### config.mk
export PLATFORM = sky130hd
export DESIGN_NAME = exc_ctrl
export DESIGN_NICKNAME = d
export VERILOG_FILES = /design/src/rtl/exc_ctrl_pkg.sv /design/src/rtl/exc_ctrl_int_sync.sv /design/src/rtl/exc_ctrl.sv
export SDC_FILE = /design/constraint.sdc
export NUM_CORES = 1
export LEC_CHECK = 0
export CORE_AREA = 2 2 126 128
export CTS_BUF_LIST = sky130_fd_sc_hd__clkbuf_4
export CTS_CLUSTER_SIZE = 28
export DETAILED_ROUTE_END_ITERATION = 10
export DIE_AREA = 0 0 128 130
export PLACE_DENSITY = 0.67
export SLEW_MARGIN = 20
export SYNTH_ARGS = -nofsm -noshare
export SYNTH_HDL_FRONTEND = slang
export SYNTH_HIERARCHICAL = 1
export SYNTH_SLANG_ARGS = --single-unit
### constraint.sdc
create_clock -name clk -period 5.7 [get_ports clk]
set_input_delay 0.57 -clock clk [delete_from_list [all_inputs] [get_ports clk]]
set_output_delay 0.57 -clock clk [all_outputs]
set_load 0.05 [all_outputs]
### src/rtl/exc_ctrl_pkg.sv
// -----------------------------------------------------------------------------
// exc_pkg
//   Shared definitions for the exception/interrupt sequencer:
//     - MIPS ExcCode values driven to CP0
//     - bit positions inside the commit-point exception flag vector
//     - FSM state encoding
//     - interrupt-pending helper (Status/Cause masking)
// -----------------------------------------------------------------------------
package exc_pkg;

  // ExcCode values
  localparam logic [4:0] EXC_INT  = 5'h00;
  localparam logic [4:0] EXC_ADEL = 5'h04;
  localparam logic [4:0] EXC_ADES = 5'h05;
  localparam logic [4:0] EXC_SYS  = 5'h08;
  localparam logic [4:0] EXC_BP   = 5'h09;
  localparam logic [4:0] EXC_RI   = 5'h0a;
  localparam logic [4:0] EXC_OV   = 5'h0c;

  // Bit indices in cm_exc_i = {ades, adel_d, bp, sys, ov, ri, adel_if}
  localparam int BIT_ADEL_IF = 0;
  localparam int BIT_RI      = 1;
  localparam int BIT_OV      = 2;
  localparam int BIT_SYS     = 3;
  localparam int BIT_BP      = 4;
  localparam int BIT_ADEL_D  = 5;
  localparam int BIT_ADES    = 6;

  // FSM state encoding
  localparam logic [1:0] ST_IDLE   = 2'd0;
  localparam logic [1:0] ST_COMMIT = 2'd1;
  localparam logic [1:0] ST_FLUSH  = 2'd2;

  // An interrupt is pending when globally enabled, not already inside an
  // exception handler, and at least one unmasked IP bit is set.
  function automatic logic int_pending(input logic       ie,
                                       input logic       exl,
                                       input logic [7:0] im,
                                       input logic [7:0] ip);
    return ie & ~exl & (|(im & ip));
  endfunction

endpackage

### src/rtl/exc_ctrl_int_sync.sv
// -----------------------------------------------------------------------------
// int_sync
//   Multi-bit level synchronizer: each bit of d passes through STAGES flops.
//   Asynchronous active-low clear of the whole chain. No edge detection.
// Ports
//   clk    in   1      destination clock
//   rst_n  in   1      asynchronous active-low clear
//   d      in   WIDTH  asynchronous inputs
//   q      out  WIDTH  synchronized outputs
// -----------------------------------------------------------------------------
module int_sync #(
  parameter int WIDTH  = 6,
  parameter int STAGES = 2
) (
  input  logic             clk,
  input  logic             rst_n,
  input  logic [WIDTH-1:0] d,
  output logic [WIDTH-1:0] q
);

  logic [WIDTH-1:0] sync_q [STAGES];

  always_ff @(posedge clk or negedge rst_n) begin
    if (!rst_n) begin
      for (int i = 0; i < STAGES; i++) sync_q[i] <= '0;
    end else begin
      sync_q[0] <= d;
      for (int i = 1; i < STAGES; i++) sync_q[i] <= sync_q[i-1];
    end
  end

  assign q = sync_q[STAGES-1];

endmodule

### src/rtl/exc_ctrl.sv
// -----------------------------------------------------------------------------
// exc_ctrl
//   Exception/interrupt sequencer in front of CP0. Samples the commit-point
//   instruction, selects one cause by fixed priority, and issues a one-cycle
//   CP0 exception-entry or ERET strobe together with a fetch redirect
//   (EXC_VECTOR or EPC). Flush is held for FLUSH_CYCLES cycles, stall for the
//   COMMIT cycle only.
// Ports
//   clk, rst_n                  clock, asynchronous active-low reset
//   hw_int_i / hw_int_sync_o    raw / synchronized HW5..HW0
//   cm_valid_i, cm_pc_i, cm_in_ds_i, cm_exc_i, cm_if_addr_i, cm_data_addr_i,
//   cm_eret_i                   commit-point instruction information
//   status_i, cause_i, epc_i    CP0 state
//   exc_valid_o, exc_code_o, exc_pc_o, exc_in_ds_o, badvaddr_o, eret_o
//                               CP0 exception-entry / ERET interface
//   flush_o, stall_o, redirect_o, redirect_pc_o
//                               pipeline control and fetch redirect
// -----------------------------------------------------------------------------
module exc_ctrl
  import exc_pkg::*;
#(
  parameter logic [31:0] EXC_VECTOR   = 32'hBFC0_0380,
  parameter int          FLUSH_CYCLES = 2,
  parameter int          SYNC_STAGES  = 2
) (
  input  logic        clk,
  input  logic        rst_n,
  input  logic [5:0]  hw_int_i,
  output logic [5:0]  hw_int_sync_o,
  input  logic        cm_valid_i,
  input  logic [31:0] cm_pc_i,
  input  logic        cm_in_ds_i,
  input  logic [6:0]  cm_exc_i,
  input  logic [31:0] cm_if_addr_i,
  input  logic [31:0] cm_data_addr_i,
  input  logic        cm_eret_i,
  input  logic [31:0] status_i,
  input  logic [31:0] cause_i,
  input  logic [31:0] epc_i,
  output logic        exc_valid_o,
  output logic [4:0]  exc_code_o,
  output logic [31:0] exc_pc_o,
  output logic        exc_in_ds_o,
  output logic [31:0] badvaddr_o,
  output logic        eret_o,
  output logic        flush_o,
  output logic        stall_o,
  output logic        redirect_o,
  output logic [31:0] redirect_pc_o
);

  localparam int CNT_W = $clog2(FLUSH_CYCLES + 1);

  logic             int_pend;
  logic             take_exc_p0;
  logic             take_eret_p0;
  logic [4:0]       code_p0;
  logic [31:0]      bva_p0;

  logic [1:0]       state_q;
  logic [CNT_W-1:0] cnt_q;
  logic             eret_q;

  logic [4:0]       code_p1;
  logic [31:0]      pc_p1;
  logic             ds_p1;
  logic [31:0]      bva_p1;

  logic             commit;
  logic             unused_ok;

  int_sync #(
    .WIDTH  (6),
    .STAGES (SYNC_STAGES)
  ) u_int_sync (
    .clk   (clk),
    .rst_n (rst_n),
    .d     (hw_int_i),
    .q     (hw_int_sync_o)
  );

  assign unused_ok = ^{status_i[31:16], status_i[7:2], cause_i[31:16], cause_i[7:0]};

  // ---- p0: commit-point cause selection ----
  assign int_pend = int_pending(status_i[0], status_i[1], status_i[15:8], cause_i[15:8]);

  assign take_exc_p0  = cm_valid_i & (int_pend | (|cm_exc_i));
  assign take_eret_p0 = cm_valid_i & cm_eret_i & ~take_exc_p0;

  always_comb begin
    code_p0 = EXC_INT;
    bva_p0  = '0;
    if (int_pend) begin
      code_p0 = EXC_INT;
    end else if (cm_exc_i[BIT_ADEL_IF]) begin
      code_p0 = EXC_ADEL;
      bva_p0  = cm_if_addr_i;
    end else if (cm_exc_i[BIT_RI]) begin
      code_p0 = EXC_RI;
    end else if (cm_exc_i[BIT_OV]) begin
      code_p0 = EXC_OV;
    end else if (cm_exc_i[BIT_SYS]) begin
      code_p0 = EXC_SYS;
    end else if (cm_exc_i[BIT_BP]) begin
      code_p0 = EXC_BP;
    end else if (cm_exc_i[BIT_ADEL_D]) begin
      code_p0 = EXC_ADEL;
      bva_p0  = cm_data_addr_i;
    end else if (cm_exc_i[BIT_ADES]) begin
      code_p0 = EXC_ADES;
      bva_p0  = cm_data_addr_i;
    end
  end

  // ---- p1: sequencer state (commit inputs only sampled in IDLE) ----
  always_ff @(posedge clk or negedge rst_n) begin
    if (!rst_n) begin
      state_q <= ST_IDLE;
      cnt_q   <= '0;
      eret_q  <= 1'b0;
    end else begin
      case (state_q)
        ST_IDLE: begin
          if (take_exc_p0) begin
            state_q <= ST_COMMIT;
            eret_q  <= 1'b0;
          end else if (take_eret_p0) begin
            state_q <= ST_COMMIT;
            eret_q  <= 1'b1;
          end
        end
        ST_COMMIT: begin
          if (FLUSH_CYCLES > 1) begin
            state_q <= ST_FLUSH;
            cnt_q   <= CNT_W'(FLUSH_CYCLES - 1);
          end else begin
            state_q <= ST_IDLE;
          end
        end
        ST_FLUSH: begin
          // COMMIT already covered one flush cycle; leave once the last one runs.
          cnt_q <= cnt_q - CNT_W'(1);
          if (cnt_q <= CNT_W'(1)) state_q <= ST_IDLE;
        end
        default: state_q <= ST_IDLE;
      endcase
    end
  end

  always_ff @(posedge clk) begin
    if (state_q == ST_IDLE && take_exc_p0) begin
      code_p1 <= code_p0;
      pc_p1   <= cm_pc_i;
      ds_p1   <= cm_in_ds_i;
      bva_p1  <= bva_p0;
    end
  end

  // ---- p1 outputs: decoded from state so reset drops them immediately ----
  assign commit        = (state_q == ST_COMMIT);
  assign exc_valid_o   = commit & ~eret_q;
  assign eret_o        = commit & eret_q;
  assign redirect_o    = commit;
  assign redirect_pc_o = !commit ? 32'h0 : (eret_q ? epc_i : EXC_VECTOR);
  assign flush_o       = commit | (state_q == ST_FLUSH);
  assign stall_o       = commit;
  assign exc_code_o    = exc_valid_o ? code_p1 : 5'h0;
  assign exc_pc_o      = exc_valid_o ? pc_p1   : 32'h0;
  assign exc_in_ds_o   = exc_valid_o & ds_p1;
  assign badvaddr_o    = exc_valid_o ? bva_p1  : 32'h0;

endmodule

==> out/qor.csv <==
metric;value;unit
crit_chain;inv_1 -> ha_1 -> nor2b_4 -> buf_4 -> and2_1 -> clkdlybuf4s50_1;
synth_largest_area_cell;sky130_fd_sc_hd__edfxtp_1;
cts_repair_resize_count;0;
powerDensity;405;mW/mm^2
die_h;130;um
numCtsBuffers;9;
numClockSinks;86;
tritoncts;done;
timing_worst_setup_path_type;reg2out;
clock_path_buffers;2;
grt_first_pass_wirelength;17.9;mm
detailedRoute.firstPassIterationCount;4;
rsz0062_at_grt;false;
critical_path.endpoint_type;output port;
wl_met1;5.04;mm
critical_path.slowest_cell;sky130_fd_sc_hd__clkdlybuf4s50_1;
worst_hold_path_type;reg2reg;
clk-insertion-delay-late;0.43;ns
max_slew_margin;36.1;%
post_cts.repair.setup_buffers;0;
worstSetupStartpointType;flip-flop;
synth-edff-count;69;
finalMaxSlewViolations;0;
nets;815;
finalWorstSetupSlack;1.27;ns
synth_area_per_cell;11.8;um^2
synth_compound_gate_area_share;11.0;%
worstPathArrival;3.86;ns
cellLeakagePower;2.71;nW
multi_input_comb_area;0.00137;mm^2
detailedRoute.firstIterationViolations;135;
final.fill_count;1460;
worst_path_dominant_cell_family;buffers and inverters;
post_route_cells_drive_above_1_share;4.62;%
finalCritPeriodShare;77.7;%
yosys_register_bits;86;
synth.most_common_cell;sky130_fd_sc_hd__and2_1;
synth_top_family_by_area;simple AND/OR/NAND/NOR gates;
seqCellArea;0.00250;mm^2
clk_pin_slew_worst_paths;0.14;ns
synth_top_area_cells;sky130_fd_sc_hd__edfxtp_1 51%, sky130_fd_sc_hd__and2_1 11%, sky130_fd_sc_hd__dfrtp_1 11%;
grt_antenna_before_repair;1;
net_count_synth;556;
finClkSkew;0.0112;ns
final_hold_violation_count;0;
synth-warning-count;6;
clock-root-buffer;sky130_fd_sc_hd__clkbuf_4;
final.min_clock_period;4.43;ns
max_slew.worst_pin.slew;0.959;ns
timing.fmax;0.226;GHz
cp_num_buf_inv;3;
initial_utilization;26.2;%
route.vias.total;3522;
ctsHtreeMaxLevel;3;
met2WireLength;5.96;mm
full_die_area;0.0166;mm^2
worst_path_largest_cell_delay;0.81;ns
dr_wl_met3;896;um
coreArea;0.0154;mm^2
setup_viol_count_final;0;
detail_route.wirelength;12.3;mm
syn-cell-area;0.00405;mm^2
regToRegSetupSlack;3.69;ns
vias_per_cell;4.41;
postSynthCellCount;342;
post_synth_xor_xnor_area;0;%
post_synth_mux_area_share;0.278;%
antenna_violating_nets_post_route;0;
status;finished, final reports clean;
synth_cell_type_count;31;
holdWs;0.369;ns
routed_wire_length_per_instance;15.3;um
sequential_element_share_of_the_synthesized_area;61.7;%
path_max_fanout;37;
pre_cts_ws;1.67;ns
io_buffers;275;
netlist_top_cells_count;70 x sky130_fd_sc_hd__and2_1, 69 x sky130_fd_sc_hd__edfxtp_1, 36 x sky130_fd_sc_hd__a22oi_1, 36 x sky130_fd_sc_hd__nor2_1;
totalNegativeSetupSlack;0;ns
synthesis_to_finish_area_growth;76.1;%
ys.flop_type;sky130_fd_sc_hd__edfxtp_1;
placement_rows;46;
highest-signal-layer;met4;
synthDominantCellAreaShare;51.2;%
synthSimpleGateAreaFrac;20.1;%
total_power;0.00289;W
gr-total-overflow;0;
power.ir.vdd_worst;176;uV
holdBufCountCts;0;
dpl.hpwl;9.29;mm
maximum_number_of_pins_on_one_net_before_global_route_repair;70;
die-width;128;um
worst_ep_required_time;5.13;ns
maxCapViolations;0;
io-pin-count;323;
place.gp.congestion;0.772;
remaining_drc_errors;0;
synth_async_sr_flop_share;19.8;%
first_global_vias;3437;
grt.total_usage;14.0;%
synth_fa_ha_area_share;1.24;%
-- kinds of logic after synthesis --
| group | Yosys count |
|---|---|
| fa+ha+maj | 4 |
| simple gates | 142 |
| mux | 1 |
| buf+inv | 49 |
| other cells | 1 |
| compound gates | 59 |
| flops | 86 |
-- power by group --
group | switching (W) | internal, W
clock network | 0.000215 | 0.000183
logic | 0.00105 | 0.000556
registers | 0.0000505 | 0.000829
total | 0.00132 | 0.00157
-- final cells by class --
type | count | area share [%]
clock inverter | 6 | 1.23
multi-input combinational | 207 | 19.2
inverter | 17 | 0.895
antenna | 1 | 0.0351
timing repair buffer | 280 | 39.2
tap | 192 | 3.37
clock buffer | 10 | 1.05
sequential | 86 | 35.0
-- path summary, 6_finish.rpt --
check                      cells after the start                      startpoint                              to
max                                            6          state_q[1]$_DFFE_PN0P_                     exc_pc_o[0]
min                                            0  u_int_sync/sync_q[8]$_DFF_PN0_       u_int_sync/q[2]$_DFF_PN0_
max reg2reg                                    5          state_q[0]$_DFFE_PN0P_         bva_p1[8]$_SDFFCE_PP0P_
min reg2reg                                    0  u_int_sync/sync_q[8]$_DFF_PN0_       u_int_sync/q[2]$_DFF_PN0_
max in group asynchronous                      1                           rst_n  u_int_sync/sync_q[6]$_DFF_PN0_
min in group asynchronous                      1                           rst_n  u_int_sync/sync_q[7]$_DFF_PN0_
-- layout by cell type (no fill, tap or decap), types with 2 or more instances in the layout --
cell / count
sky130_fd_sc_hd__a21boi_0: 12
sky130_fd_sc_hd__inv_1: 17
sky130_fd_sc_hd__bufinv_16: 2
sky130_fd_sc_hd__clkinv_4: 2
sky130_fd_sc_hd__buf_4: 4
sky130_fd_sc_hd__clkdlybuf4s50_1: 275
sky130_fd_sc_hd__edfxtp_1: 69
sky130_fd_sc_hd__nor3_1: 3
sky130_fd_sc_hd__nor3b_1: 2
sky130_fd_sc_hd__a21oi_1: 2
sky130_fd_sc_hd__and3_1: 21
sky130_fd_sc_hd__ha_1: 4
sky130_fd_sc_hd__and2_1: 70
sky130_fd_sc_hd__o21a_1: 2
sky130_fd_sc_hd__a22oi_1: 36
sky130_fd_sc_hd__dfrtp_1: 17
sky130_fd_sc_hd__clkbuf_4: 10
sky130_fd_sc_hd__nor2_1: 35
sky130_fd_sc_hd__o21ai_0: 2
sky130_fd_sc_hd__nand3_1: 2
sky130_fd_sc_hd__clkinv_2: 2
-- stage by stage --
stage / instance area (um^2) / util, % / std cells
floorplan: 4050 / - / 342
global placement: 6950 / 45.1 / 781
detailed placement: 6950 / 45.1 / 781
CTS: 7110 / 46.1 / 797
global route: 7130 / 46.2 / 799
finish: 7130 / 46.2 / 799
-- routing by layer --
layer	up-vias	GRT usage (%)
met5	-	0
met4	0	6.46
met3	23	4.18
met2	145	23.7
met1	1641	16.4
li1	1713	-
-- worst reg2reg max path, cell delays in order, from the launching register on --
cell and delay (ns):
sky130_fd_sc_hd__dfrtp_1 0.44, sky130_fd_sc_hd__inv_1 0.10, sky130_fd_sc_hd__ha_1 0.18, sky130_fd_sc_hd__nand2_1 0.11
sky130_fd_sc_hd__nor2_4 0.08, sky130_fd_sc_hd__buf_4 0.68
-- state kept, by name, indices dropped and copies added, names as in the netlist --
register	cells
bva_p1	32
pc_p1	32
u_int_sync/q	6
u_int_sync/sync_q	6
code_p1	4
cnt_q	2
state_q	2
ds_p1	1
eret_q	1
No activity file was read; power rests on OpenSTA's default activity.
